**src/rtl/ctrl_pkg.sv**
```systemverilog
// Shared definitions for the multicycle control path.
//   state_t   : controller states
//   OP_*      : instruction class codes from IR op field
//   ALU_*     : alu_control encodings
//   CMD_*     : DP cmd field values recognised by the ALU decoder
//   ADR_*, SRCB_*, RES_*, IMM_* : datapath mux select encodings
package ctrl_pkg;

  typedef enum logic [3:0] {
    S_FETCH, S_DECODE, S_MEMADR, S_MEMRD, S_MEMWB,
    S_MEMWR, S_EXECR, S_EXECI, S_ALUWB, S_BRANCH
  } state_t;

  localparam logic [1:0] OP_DP  = 2'd0;
  localparam logic [1:0] OP_MEM = 2'd1;
  localparam logic [1:0] OP_BR  = 2'd2;

  localparam logic [1:0] ALU_ADD = 2'b00;
  localparam logic [1:0] ALU_SUB = 2'b01;
  localparam logic [1:0] ALU_AND = 2'b10;
  localparam logic [1:0] ALU_ORR = 2'b11;

  localparam logic [3:0] CMD_ADD = 4'b0100;
  localparam logic [3:0] CMD_SUB = 4'b0010;
  localparam logic [3:0] CMD_AND = 4'b0000;
  localparam logic [3:0] CMD_ORR = 4'b1100;

  localparam logic       ADR_PC     = 1'b0;
  localparam logic       ADR_ALU    = 1'b1;
  localparam logic [1:0] SRCB_WD    = 2'b00;
  localparam logic [1:0] SRCB_IMM   = 2'b01;
  localparam logic [1:0] SRCB_4     = 2'b10;
  localparam logic [1:0] RES_ALUOUT = 2'b00;
  localparam logic [1:0] RES_DATA   = 2'b01;
  localparam logic [1:0] RES_ALURES = 2'b10;
  localparam logic [1:0] IMM_DP     = 2'b00;
  localparam logic [1:0] IMM_MEM    = 2'b01;
  localparam logic [1:0] IMM_BR     = 2'b10;

  // Extender mode implied by instruction class (undefined class -> DP).
  function automatic logic [1:0] imm_for_op(input logic [1:0] op);
    case (op)
      OP_MEM:  imm_for_op = IMM_MEM;
      OP_BR:   imm_for_op = IMM_BR;
      default: imm_for_op = IMM_DP;
    endcase
  endfunction

endpackage

```
**src/rtl/multicycle_ctrl_if.sv**
```systemverilog
// Controller <-> datapath/memory bundle.
//   master : controller side (IR fields, cond_ex, mem_ready in; selects/strobes out)
//   slave  : datapath/memory side
interface multicycle_ctrl_if;
  logic [1:0] op;
  logic [5:0] funct;
  logic [3:0] rd;
  logic       cond_ex;
  logic       mem_ready;
  logic       mem_req;
  logic       pc_w;
  logic       ir_w;
  logic       adr_src;
  logic       alu_src_a;
  logic [1:0] alu_src_b;
  logic [1:0] result_src;
  logic       reg_w;
  logic       mem_w;
  logic [1:0] imm_src;
  logic [1:0] reg_src;
  logic [1:0] alu_control;
  logic [1:0] flag_w;

  modport master (
    input  op, funct, rd, cond_ex, mem_ready,
    output mem_req, pc_w, ir_w, adr_src, alu_src_a, alu_src_b, result_src,
           reg_w, mem_w, imm_src, reg_src, alu_control, flag_w
  );

  modport slave (
    output op, funct, rd, cond_ex, mem_ready,
    input  mem_req, pc_w, ir_w, adr_src, alu_src_a, alu_src_b, result_src,
           reg_w, mem_w, imm_src, reg_src, alu_control, flag_w
  );
endinterface

```
**src/rtl/alu_dec.sv**
```systemverilog
// DP funct decoder. With alu_op low both outputs are 0 (ADD, no flag writes).
//   alu_op      : FSM is in an execute state
//   funct       : [4:1] cmd, [0] S bit
//   alu_control : ALU operation
//   flag_w      : [1] NZ write, [0] CV write (arithmetic ops only)
module alu_dec
  import ctrl_pkg::*;
(
  input  logic       alu_op,
  input  logic [5:0] funct,
  output logic [1:0] alu_control,
  output logic [1:0] flag_w
);
  logic [3:0] cmd;
  logic       arith;

  assign cmd   = funct[4:1];
  assign arith = (cmd == CMD_ADD) || (cmd == CMD_SUB);

  always_comb begin
    alu_control = ALU_ADD;
    flag_w      = 2'b00;
    if (alu_op) begin
      case (cmd)
        CMD_SUB: alu_control = ALU_SUB;
        CMD_AND: alu_control = ALU_AND;
        CMD_ORR: alu_control = ALU_ORR;
        default: alu_control = ALU_ADD;
      endcase
      flag_w = {funct[0], funct[0] & arith};
    end
  end
endmodule

```
**src/rtl/multicycle_ctrl.sv**
```systemverilog
// Moore sequencing controller for the multicycle core.
//   clk   : system clock
//   reset : synchronous active-high; forces FETCH and masks every output
//   bus   : controller side of multicycle_ctrl_if
// Outputs are combinational from state, IR fields and mem_ready.
module multicycle_ctrl
  import ctrl_pkg::*;
(
  input  logic              clk,
  input  logic              reset,
  multicycle_ctrl_if.master bus
);
  state_t     state;
  logic       alu_op;
  logic [1:0] dec_alu;
  logic [1:0] dec_flag;

  always_ff @(posedge clk) begin
    if (reset) state <= S_FETCH;
    else begin
      case (state)
        S_FETCH:  if (bus.mem_ready) state <= S_DECODE;
        S_DECODE: begin
          if (!bus.cond_ex) state <= S_FETCH;
          else begin
            case (bus.op)
              OP_DP:   state <= bus.funct[5] ? S_EXECI : S_EXECR;
              OP_MEM:  state <= S_MEMADR;
              OP_BR:   state <= S_BRANCH;
              default: state <= S_FETCH;
            endcase
          end
        end
        S_MEMADR: state <= bus.funct[0] ? S_MEMRD : S_MEMWR;
        S_MEMRD:  if (bus.mem_ready) state <= S_MEMWB;
        S_MEMWR:  if (bus.mem_ready) state <= S_FETCH;
        S_EXECR,
        S_EXECI:  state <= S_ALUWB;
        default:  state <= S_FETCH;
      endcase
    end
  end

  assign alu_op = !reset && (state == S_EXECR || state == S_EXECI);

  alu_dec u_alu_dec (
    .alu_op      (alu_op),
    .funct       (bus.funct),
    .alu_control (dec_alu),
    .flag_w      (dec_flag)
  );

  assign bus.alu_control = dec_alu;
  assign bus.flag_w      = dec_flag;

  always_comb begin
    bus.mem_req    = 1'b0;
    bus.pc_w       = 1'b0;
    bus.ir_w       = 1'b0;
    bus.adr_src    = ADR_PC;
    bus.alu_src_a  = 1'b0;
    bus.alu_src_b  = SRCB_WD;
    bus.result_src = RES_ALUOUT;
    bus.reg_w      = 1'b0;
    bus.mem_w      = 1'b0;
    bus.imm_src    = IMM_DP;
    bus.reg_src    = 2'b00;
    if (!reset) begin
      case (state)
        S_FETCH: begin
          bus.mem_req    = 1'b1;
          bus.alu_src_a  = 1'b1;
          bus.alu_src_b  = SRCB_4;
          bus.result_src = RES_ALURES;
          bus.ir_w       = bus.mem_ready;
          bus.pc_w       = bus.mem_ready;
        end
        S_DECODE: begin
          bus.alu_src_a  = 1'b1;
          bus.alu_src_b  = SRCB_4;
          bus.result_src = RES_ALURES;
          bus.imm_src    = imm_for_op(bus.op);
          bus.reg_src    = {bus.op == OP_MEM, bus.op == OP_BR};
        end
        S_MEMADR: begin
          bus.alu_src_b = SRCB_IMM;
          bus.imm_src   = IMM_MEM;
        end
        S_MEMRD: begin
          bus.mem_req = 1'b1;
          bus.adr_src = ADR_ALU;
        end
        S_MEMWR: begin
          bus.mem_req = 1'b1;
          bus.mem_w   = 1'b1;
          bus.adr_src = ADR_ALU;
        end
        S_MEMWB: begin
          bus.result_src = RES_DATA;
          bus.reg_w      = 1'b1;
          bus.pc_w       = (bus.rd == 4'd15);
        end
        S_EXECR: bus.alu_src_b = SRCB_WD;
        S_EXECI: begin
          bus.alu_src_b = SRCB_IMM;
          bus.imm_src   = IMM_DP;
        end
        S_ALUWB: begin
          bus.result_src = RES_ALUOUT;
          bus.reg_w      = 1'b1;
          bus.pc_w       = (bus.rd == 4'd15);
        end
        S_BRANCH: begin
          bus.alu_src_a  = 1'b1;
          bus.alu_src_b  = SRCB_IMM;
          bus.imm_src    = IMM_BR;
          bus.result_src = RES_ALURES;
          bus.pc_w       = 1'b1;
        end
        default: ;
      endcase
    end
  end
endmodule

```
**src/flat_wrapper.sv**
```systemverilog
// flat-port wrapper written by rule: the top's interface ports become plain ports
module multicycle_ctrl_flat import ctrl_pkg::*;
  (clk, reset, bus_op, bus_funct, bus_rd, bus_cond_ex, bus_mem_ready, bus_mem_req, bus_pc_w, bus_ir_w, bus_adr_src, bus_alu_src_a, bus_alu_src_b, bus_result_src, bus_reg_w, bus_mem_w, bus_imm_src, bus_reg_src, bus_alu_control, bus_flag_w);
  multicycle_ctrl_if bus_i ();
  input  logic clk;
  input  logic reset;
  input wire logic [$bits(bus_i.op)-1:0] bus_op;
  input wire logic [$bits(bus_i.funct)-1:0] bus_funct;
  input wire logic [$bits(bus_i.rd)-1:0] bus_rd;
  input wire logic [$bits(bus_i.cond_ex)-1:0] bus_cond_ex;
  input wire logic [$bits(bus_i.mem_ready)-1:0] bus_mem_ready;
  output wire logic [$bits(bus_i.mem_req)-1:0] bus_mem_req;
  output wire logic [$bits(bus_i.pc_w)-1:0] bus_pc_w;
  output wire logic [$bits(bus_i.ir_w)-1:0] bus_ir_w;
  output wire logic [$bits(bus_i.adr_src)-1:0] bus_adr_src;
  output wire logic [$bits(bus_i.alu_src_a)-1:0] bus_alu_src_a;
  output wire logic [$bits(bus_i.alu_src_b)-1:0] bus_alu_src_b;
  output wire logic [$bits(bus_i.result_src)-1:0] bus_result_src;
  output wire logic [$bits(bus_i.reg_w)-1:0] bus_reg_w;
  output wire logic [$bits(bus_i.mem_w)-1:0] bus_mem_w;
  output wire logic [$bits(bus_i.imm_src)-1:0] bus_imm_src;
  output wire logic [$bits(bus_i.reg_src)-1:0] bus_reg_src;
  output wire logic [$bits(bus_i.alu_control)-1:0] bus_alu_control;
  output wire logic [$bits(bus_i.flag_w)-1:0] bus_flag_w;
  assign bus_i.op = bus_op;
  assign bus_i.funct = bus_funct;
  assign bus_i.rd = bus_rd;
  assign bus_i.cond_ex = bus_cond_ex;
  assign bus_i.mem_ready = bus_mem_ready;
  assign bus_mem_req = bus_i.mem_req;
  assign bus_pc_w = bus_i.pc_w;
  assign bus_ir_w = bus_i.ir_w;
  assign bus_adr_src = bus_i.adr_src;
  assign bus_alu_src_a = bus_i.alu_src_a;
  assign bus_alu_src_b = bus_i.alu_src_b;
  assign bus_result_src = bus_i.result_src;
  assign bus_reg_w = bus_i.reg_w;
  assign bus_mem_w = bus_i.mem_w;
  assign bus_imm_src = bus_i.imm_src;
  assign bus_reg_src = bus_i.reg_src;
  assign bus_alu_control = bus_i.alu_control;
  assign bus_flag_w = bus_i.flag_w;
  multicycle_ctrl u_core (.clk(clk), .reset(reset), .bus(bus_i));
endmodule
```
**config.mk**
```make
export PLATFORM = sky130hd
export DESIGN_NAME = multicycle_ctrl_flat
export DESIGN_NICKNAME = d
export VERILOG_FILES = /design/src/rtl/ctrl_pkg.sv /design/src/rtl/multicycle_ctrl_if.sv /design/src/rtl/alu_dec.sv /design/src/rtl/multicycle_ctrl.sv /design/src/flat_wrapper.sv
export SDC_FILE = /design/constraint.sdc
export NUM_CORES = 1
export LEC_CHECK = 0
export ABC_AREA = 1
export CELL_PAD_IN_SITES_DETAIL_PLACEMENT = 0
export CELL_PAD_IN_SITES_GLOBAL_PLACEMENT = 1
export CORE_UTILIZATION = 20
export CTS_BUF_LIST = sky130_fd_sc_hd__clkbuf_4
export DETAILED_ROUTE_END_ITERATION = 7
export PLACE_DENSITY = 0.72
export REMOVE_ABC_BUFFERS = 1
export SETUP_SLACK_MARGIN = 0.15
export SYNTH_ARGS = -nofsm -noshare
export SYNTH_HDL_FRONTEND = slang
export SYNTH_HIERARCHICAL = 1
export SYNTH_SLANG_ARGS = --single-unit
```
**constraint.sdc**
```tcl
create_clock -name clk -period 1.2 [get_ports clk]
set_input_delay 0.24 -clock clk [delete_from_list [all_inputs] [get_ports clk]]
set_output_delay 0.24 -clock clk [all_outputs]
set_load 0.005 [all_outputs]
```
==> parameters.txt, run 1 <==
Parameter                              Value

STA
  Setup slack after layout    -0.429 ns
  Worst slew margin    85.3%
  Crit share post-route    136%
  Worst hold-check slack    0.626 ns
  Post-layout minimum cycle time    1.63 ns
  Setup TNS after final layout    -7.62 ns
  Final hold violation count    0
  Transition time at the pin with the least slew margin    0.219 ns
  Max-slew violation total from the final report    0
  RSZ-0062 raised after global routing    true
  Endpoints failing setup    23
  Final clock skew    0.00318 ns
  FMAX    614 MHz

Place
  Final weighted congestion of routability-driven global placement    0.812
  Number of buffers added on ports    34
  Placed Cells    194
  Final HPWL from detailed placement    1.55 mm

Clock network
  Clock slew at reported path FFs    0.04 ns
  Clock tree root buffer cell    sky130_fd_sc_hd__clkbuf_4
  Number of buffers created by CTS    3
  Insertion delay to the later sink of the worst-skew pair    0.24 ns
  CTS HTree Levels    1
  TritonCTS clock tree    built
  Bufs on Longest Clock Path    2
  Clock sink count    4

Setup path
  Worst EP required    0.96 ns
  Last element of the critical path    bus_mem_req
  Reg-to-Reg End    u_core/state[3]
  CP startpoint    u_core/state[1]
  Element type at the critical path start    flop
  Count of cells along the worst register-to-register path    10
  Critical path class    flop to output pin
  Reg-to-reg setup timing slack    -0.30 ns
  Capturing element type of the critical path    output pin
  FF-to-FF Start    u_core/state[3]
  Arrival time of data at the critical path endpoint    1.39 ns
  Crit Path Max Fanout    7

Layout
  Diode count    0
  Layout Utilization    58.0%
  Number of flip-flops under the largest register name    4
  Sequential cell area    90.1 um^2
  Fillers    236
  Commonest cells after routing, fill and taps aside    32 x sky130_fd_sc_hd__buf_4, 19 x sky130_fd_sc_hd__buf_2, 18 x sky130_fd_sc_hd__nand2_1, 18 x sky130_fd_sc_hd__buf_6, 16 x sky130_fd_sc_hd__inv_1
  Nets    211
  Combined area of the multi-input logic cells    541 um^2
  Largest register by flop count    u_core/state
  Commonest non-fill, non-tap cell in the layout    sky130_fd_sc_hd__buf_4
  Count of non-filler cells in the finished layout    223
  Largest registers ranked by flip-flop count    u_core/state x4
  Area growth from synthesis to layout    166%
  Fraction of layout instances using a drive strength above 1    63.2%

Floorplan
  Die X    54.9 um
  Number of placement rows    18
  Starting density of the core    21.8%
  Core area    2570 um^2
  Die Y-Extent    54.9 um
  Die area    3020 um^2
  Number of placed I/O pins    35

Power and ir drop
  Power after layout    811 uW
  Total leakage power    0.793 nW
  Power density of the placed cells    544 nW/um^2
  Worst voltage drop across the vdd grid    291 uV

Flow run
  Number of max-capacitance violations reported    0

Route
  Router iterations before antenna repair    4
  Count of vias placed by the detailed router    1008
  Routed wire length    2.63 mm
  Number of violations reported at the end of detailed-routing iteration 0    7
  Routed wire length per instance    11.8 um
  Routed via count divided by cell count    4.52
  Residual DRC count    0
  Number of nets still failing antenna checks after routing    0

Hold path
  HP Class    input port to flop

Global route
  Antenna violations before repair    0
  First-pass GRT wire length    3.60 mm
  GRT Resource Usage Total    17.0%
  Global route overflow    0
  Maximum number of pins on one net before global-route repair    9
  Number of global-route vias before repair    902

Synth
  Combinational family with the most area after synthesis    simple AND/OR/NAND/NOR gates
  Synth Instances    108
  Average instance area after synthesis    5.19 um^2
  Proportion of synthesized area in mux cells    0%
  Fraction of the mapped netlist area in compound gates    16.1%
  Post-synthesis xor/xnor area fraction    0%
  Area share of fa/ha/maj cells after synthesis    0%
  Total number of yosys warnings    6
  Count of different cell masters after synthesis    20
  Summed instance area of the synthesized netlist    561 um^2
  Part of the Yosys area used for sequential elements    14.3%
  Synth Area in Simple Gates    52.7%
  Synthesis-stage register bit count    4

Status
  Violated checks    setup timing
  Run status    finished, violations left
-- metrics by stage --
stage                     cell area [um^2]  setup WS (ns)
after global placement                1110         -0.675
after CTS                             1330         -0.477
final                                 1490         -0.429
after floorplan                        548        0.00381
after global routing                  1490         -0.508
after detailed placement              1110         -0.689
-- critical path, stage by stage, from the launching register on --
cell	delay [ns]
sky130_fd_sc_hd__dfxtp_4	0.37
sky130_fd_sc_hd__nor2_4	0.19
sky130_fd_sc_hd__buf_4	0.15
sky130_fd_sc_hd__buf_6	0.10
sky130_fd_sc_hd__nand2_4	0.06
sky130_fd_sc_hd__nand3_2	0.07
sky130_fd_sc_hd__nand2_1	0.06
sky130_fd_sc_hd__inv_1	0.05
sky130_fd_sc_hd__buf_2	0.10
-- power breakdown --
group	internal, mW	switching (mW)
combinational	0.276	0.214
clock	0.112	0.0596
sequential	0.139	0.0107
total	0.527	0.284
-- how the worst min path moves through the flow --
| stage | startpoint | end | slack [ns] | cells after the start |
|---|---|---|---|---|
| CTS | reset | u_core/state[0] | 0.57 | 3 |
| detailed placement | u_core/state[2] | u_core/state[3] | 0.68 | 5 |
| global placement | u_core/state[2] | u_core/state[3] | 0.69 | 5 |
| global route | reset | u_core/state[3] | 0.65 | 3 |
| finish | reset | u_core/state[3] | 0.63 | 3 |
| floorplan | reset | u_core/state[2] | 0.31 | 1 |
-- timing repair --
| item | in CTS | in global routing |
|---|---|---|
| buffers inserted | 21 | 5 |
| gates resized for setup | 109 | 37 |
| endpoints found under the setup margin | 23 | 23 |
| pin swaps | 24 | 13 |
| hold buffers | 0 | 0 |
-- layout make-up --
type / instances / share of cell area (%)
timing repair buffer: 85 / 47.6
multi-input combinational: 79 / 36.3
sequential: 4 / 6.05
inverter: 22 / 6.05
tap: 30 / 2.52
clock buffer: 3 / 1.51
-- synthesized netlist by cell type --
cell type,count,area share (%)
sky130_fd_sc_hd__a21oi_1,5,4.5
sky130_fd_sc_hd__a21oi_2,3,4.7
sky130_fd_sc_hd__a31oi_1,3,3.3
sky130_fd_sc_hd__buf_1,1,0.67
sky130_fd_sc_hd__buf_2,1,0.89
sky130_fd_sc_hd__clkbuf_1,1,0.67
sky130_fd_sc_hd__dfxtp_1,4,14
sky130_fd_sc_hd__inv_1,19,13
sky130_fd_sc_hd__inv_2,3,2.0
sky130_fd_sc_hd__nand2_1,30,20
sky130_fd_sc_hd__nand2_2,2,2.2
sky130_fd_sc_hd__nand3_1,10,8.9
sky130_fd_sc_hd__nand3_2,1,1.8
sky130_fd_sc_hd__nor2_1,13,8.7
sky130_fd_sc_hd__nor2_2,3,3.3
sky130_fd_sc_hd__nor2_4,2,4.0
sky130_fd_sc_hd__nor3_1,2,1.8
sky130_fd_sc_hd__nor3_2,1,1.8
sky130_fd_sc_hd__o21ai_0,3,2.7
sky130_fd_sc_hd__o21ai_1,1,0.89
-- kinds of logic after synthesis --
group / after synthesis
simple gates: 64
buf+inv: 25
flops: 4
compound gates: 15
-- routing by layer --
metal | vias to the layer above | wire, um | track usage [%]
met5 | - | 0 | 0
met4 | 0 | 29 | 8.33
met3 | 2 | 153 | 1.09
met2 | 33 | 1500 | 35.3
met1 | 463 | 941 | 16.3
li1 | 510 | - | -
No activity file was read; power rests on OpenSTA's default activity.
==> run 2, diff against run 1 <==
--- a/config.mk
+++ b/config.mk
@@ -5,13 +5,14 @@
 export SDC_FILE = /design/constraint.sdc
 export NUM_CORES = 1
 export LEC_CHECK = 0
-export ABC_AREA = 1
+export ABC_AREA = 0
 export CELL_PAD_IN_SITES_DETAIL_PLACEMENT = 0
 export CELL_PAD_IN_SITES_GLOBAL_PLACEMENT = 1
-export CORE_UTILIZATION = 20
+export CORE_MARGIN = 2
+export CORE_UTILIZATION = 22
 export CTS_BUF_LIST = sky130_fd_sc_hd__clkbuf_4
 export DETAILED_ROUTE_END_ITERATION = 7
-export PLACE_DENSITY = 0.72
+export PLACE_DENSITY = 0.74
 export REMOVE_ABC_BUFFERS = 1
 export SETUP_SLACK_MARGIN = 0.15
 export SYNTH_ARGS = -nofsm -noshare
==> run 2 against run 1 <==
  * The run still ends with setup timing left
  * Total power fell by 0.26%
  * Cell area rose by 1.3%
  * Clock skew rose by 0.0037 ns
  * Sequential power rose by 7%
  * Clock-buffer cell count did not move
  * Synthesized area fell by 1.6%
  * Fmax fell by 4.6%
  * Global-route usage rose by 1.5 points
  * Die area fell by 3.1%
  * Final cell count fell by 18%
==> parameters.txt, run 2 <==
Parameter                              Value

STA
  Final hold violation count    0 (unchanged)
  Final clock skew    0.00689 ns (+0.00371 ns)
  RSZ-0062 raised after global routing    true
  Endpoints failing setup    23 (unchanged)
  Setup slack after layout    -0.508 ns (-0.0790 ns)
  Worst slew margin    78.0% (-7.3 points)
  Post-layout minimum cycle time    1.71 ns (+0.0790 ns)
  Max-slew violation total from the final report    0 (unchanged)
  Setup TNS after final layout    -8.38 ns (-0.767 ns)
  Transition time at the pin with the least slew margin    0.331 ns (+0.112 ns)
  FMAX    586 MHz (-4.6%)
  Crit share post-route    142% (+6.6 points)

Synth
  Top cells by count, synth    12 x sky130_fd_sc_hd__nor2_1, 7 x sky130_fd_sc_hd__nand2b_1, 5 x sky130_fd_sc_hd__clkbuf_1, 5 x sky130_fd_sc_hd__inv_1
  Top-area cell type share of the netlist area    14.5% (-5.6 points)
  Asr flop ratio synth    0% (unchanged)
  Count of different cell masters after synthesis    35 (+75%)
  Part of the Yosys area used for sequential elements    14.5% (+0.23 points)
  Top cells by area in the synthesized netlist    sky130_fd_sc_hd__dfxtp_1 15%, sky130_fd_sc_hd__nor2_1 8.2%, sky130_fd_sc_hd__nand2b_1 7.9%
  Most used standard cell by instance count after synthesis    sky130_fd_sc_hd__nor2_1
  Summed instance area of the synthesized netlist    552 um^2 (-1.6%)
  Leading register cell type out of synthesis    sky130_fd_sc_hd__dfxtp_1
  EDFF count, synth    0 (unchanged)
  Total number of yosys warnings    6 (unchanged)
  Synth Instances    80 (-26%)
  Synthesis-stage register bit count    4 (unchanged)
  Largest area contributor in the synthesized netlist    sky130_fd_sc_hd__dfxtp_1
  Average instance area after synthesis    6.90 um^2 (+33%)

Global route
  Antenna violations before repair    0 (unchanged)
  Global route overflow    0 (unchanged)
  Number of global-route vias before repair    937 (+3.9%)
  First-pass GRT wire length    4.00 mm (+11%)
  GRT Resource Usage Total    18.5% (+1.5 points)
  Maximum number of pins on one net before global-route repair    8 (-1)

Layout
  Area growth from synthesis to layout    174%
  Commonest cells after routing, fill and taps aside    27 x sky130_fd_sc_hd__buf_4, 16 x sky130_fd_sc_hd__buf_6, 13 x sky130_fd_sc_hd__buf_2
  Fraction of layout instances using a drive strength above 1    67.8% (+4.6 points)
  Diode count    0 (unchanged)
  Commonest non-fill, non-tap cell in the layout    sky130_fd_sc_hd__buf_4
  Nets    170 (-19%)
  Count of non-filler cells in the finished layout    182 (-18%)
  Largest register by flop count    u_core/state
  Largest registers ranked by flip-flop count    u_core/state x4
  Number of flip-flops under the largest register name    4 (unchanged)

Route
  Routed wire length    2.77 mm (+5.4%)
  Routed via count divided by cell count    5.05 (+12%)
  Routed wire length per instance    15.2 um (+29%)
  Residual DRC count    0 (unchanged)
  Router iterations before antenna repair    4 (unchanged)
  Number of nets still failing antenna checks after routing    0 (unchanged)
  Number of violations reported at the end of detailed-routing iteration 0    13 (+6)
  Count of vias placed by the detailed router    920 (-8.7%)

Flow run
  Number of max-capacitance violations reported    0 (unchanged)

Clock network
  TritonCTS clock tree    built
  CTS HTree Levels    1 (unchanged)
  Clock slew at reported path FFs    0.04 ns (about the same)
  Clock tree root buffer cell    sky130_fd_sc_hd__clkbuf_4
  Insertion delay to the later sink of the worst-skew pair    0.23 ns (about the same)
  Clock sink count    4 (unchanged)
  Bufs on Longest Clock Path    2 (unchanged)
  Number of buffers created by CTS    3 (unchanged)

Floorplan
  Core area    2430 um^2 (-5.3%)
  Die X    54.1 um (-1.6%)
  Die Y-Extent    54.1 um (-1.6%)
  Die area    2920 um^2 (-3.1%)
  Number of placed I/O pins    35 (unchanged)
  Starting density of the core    22.7% (+0.85 points)
  Number of placement rows    18 (unchanged)

Status
  Violated checks    setup timing
  Run status    finished, violations left

Place
  Number of buffers added on ports    34 (unchanged)
  Placed Cells    165 (-15%)
  Final weighted congestion of routability-driven global placement    0.809 (-0.43%)
  Final HPWL from detailed placement    1.63 mm (+5.3%)
  Pre-CTS worst setup slack    -0.978 ns (-0.289 ns)

Power and ir drop
  Power density of the placed cells    535 nW/um^2 (-1.6%)
  Total leakage power    0.666 nW (-16%)
  Worst voltage drop across the vdd grid    360 uV (+24%)

Setup path
  Crit Path Max Fanout    7 (unchanged)
  Reg-to-reg setup timing slack    -0.40 ns (-0.10 ns)
  Critical path class    flop to output pin
  Element type at the critical path start    flop
  Arrival time of data at the critical path endpoint    1.47 ns (+0.08 ns)
  Worst EP required    0.96 ns (about the same)
  Capturing element type of the critical path    output pin

Hold path
  HP Class    input port to flop
run 2: cell count changes in the layout (fill, tap and decap cells not counted), moves of 6 or more:
cell,previous run,this run
sky130_fd_sc_hd__nand2_1,18,2
sky130_fd_sc_hd__inv_1,16,3
sky130_fd_sc_hd__nand2_2,10,0
sky130_fd_sc_hd__buf_2,19,13
run 2: layout make-up:
class | count | area, um^2
Clock buffer | 3 | 22.5
Fill cell | 211 | 922
Inverter | 5 | 21.3
Multi-Input combinational cell | 64 | 686
Sequential cell | 4 | 92.6
Tap cell | 30 | 37.5
Timing Repair Buffer | 76 | 651
run 2: metal layers:
metal,vias up,global-route usage (%),share of wire (%)
li1,442,-,-
met1,453,19.2,38
met4,0,2.50,0
met5,-,0,0
met3,0,3.33,5.0
met2,25,38.2,57
run 2: final timing paths:
kind | from | cells past startpoint | end
max | u_core/state[3] | 4 | bus_reg_src[0]
max reg2reg | u_core/state[1] | 5 | u_core/state[0]
min reg2reg | u_core/state[1] | 4 | u_core/state[1]
min | bus_mem_ready | 3 | u_core/state[2]
run 2: repair_timing:
item                       in CTS  in global routing
gates resized for setup       137                 22
setup buffers                  10                  4
pin swaps                      16                 12
hold buffers                    0                  0
setup endpoints to repair      23                 23
run 2: where the power goes:
part,internal (mW),switching [mW],total (mW)
clock,0.112,0.0503,0.162
sequential,0.138,0.0213,0.160
combinational,0.279,0.208,0.487
run 2: logic make-up after synthesis:
kind of cell	after synthesis	synth area share (%)
DFF	4	14.5
AOI/OAI and AO/OA	19	27.0
xor gates and xnor gates	4	6.35
and+or+nand+nor	41	42.4
buffers and inverters	12	9.75
run 2: through the flow:
step	total power, mW	hold slack, ns	cell area (um^2)	utilization (%)
6_report	0.809	0.474	1510	62.1
5_1_grt	0.860	0.476	1510	62.1
4_1_cts	0.741	0.473	1390	57.2
3_5_place_dp	0.487	0.691	1120	45.9
3_3_place_gp	0.482	0.672	1120	45.9
2_1_floorplan	0.266	0.309	517	-
run 2: worst max-delay path, stage by stage (launching register included):
cell,delay (ns)
sky130_fd_sc_hd__dfxtp_4,0.36
sky130_fd_sc_hd__buf_12,0.14
sky130_fd_sc_hd__or4_4,0.53
sky130_fd_sc_hd__nor2_2,0.09
sky130_fd_sc_hd__buf_2,0.11
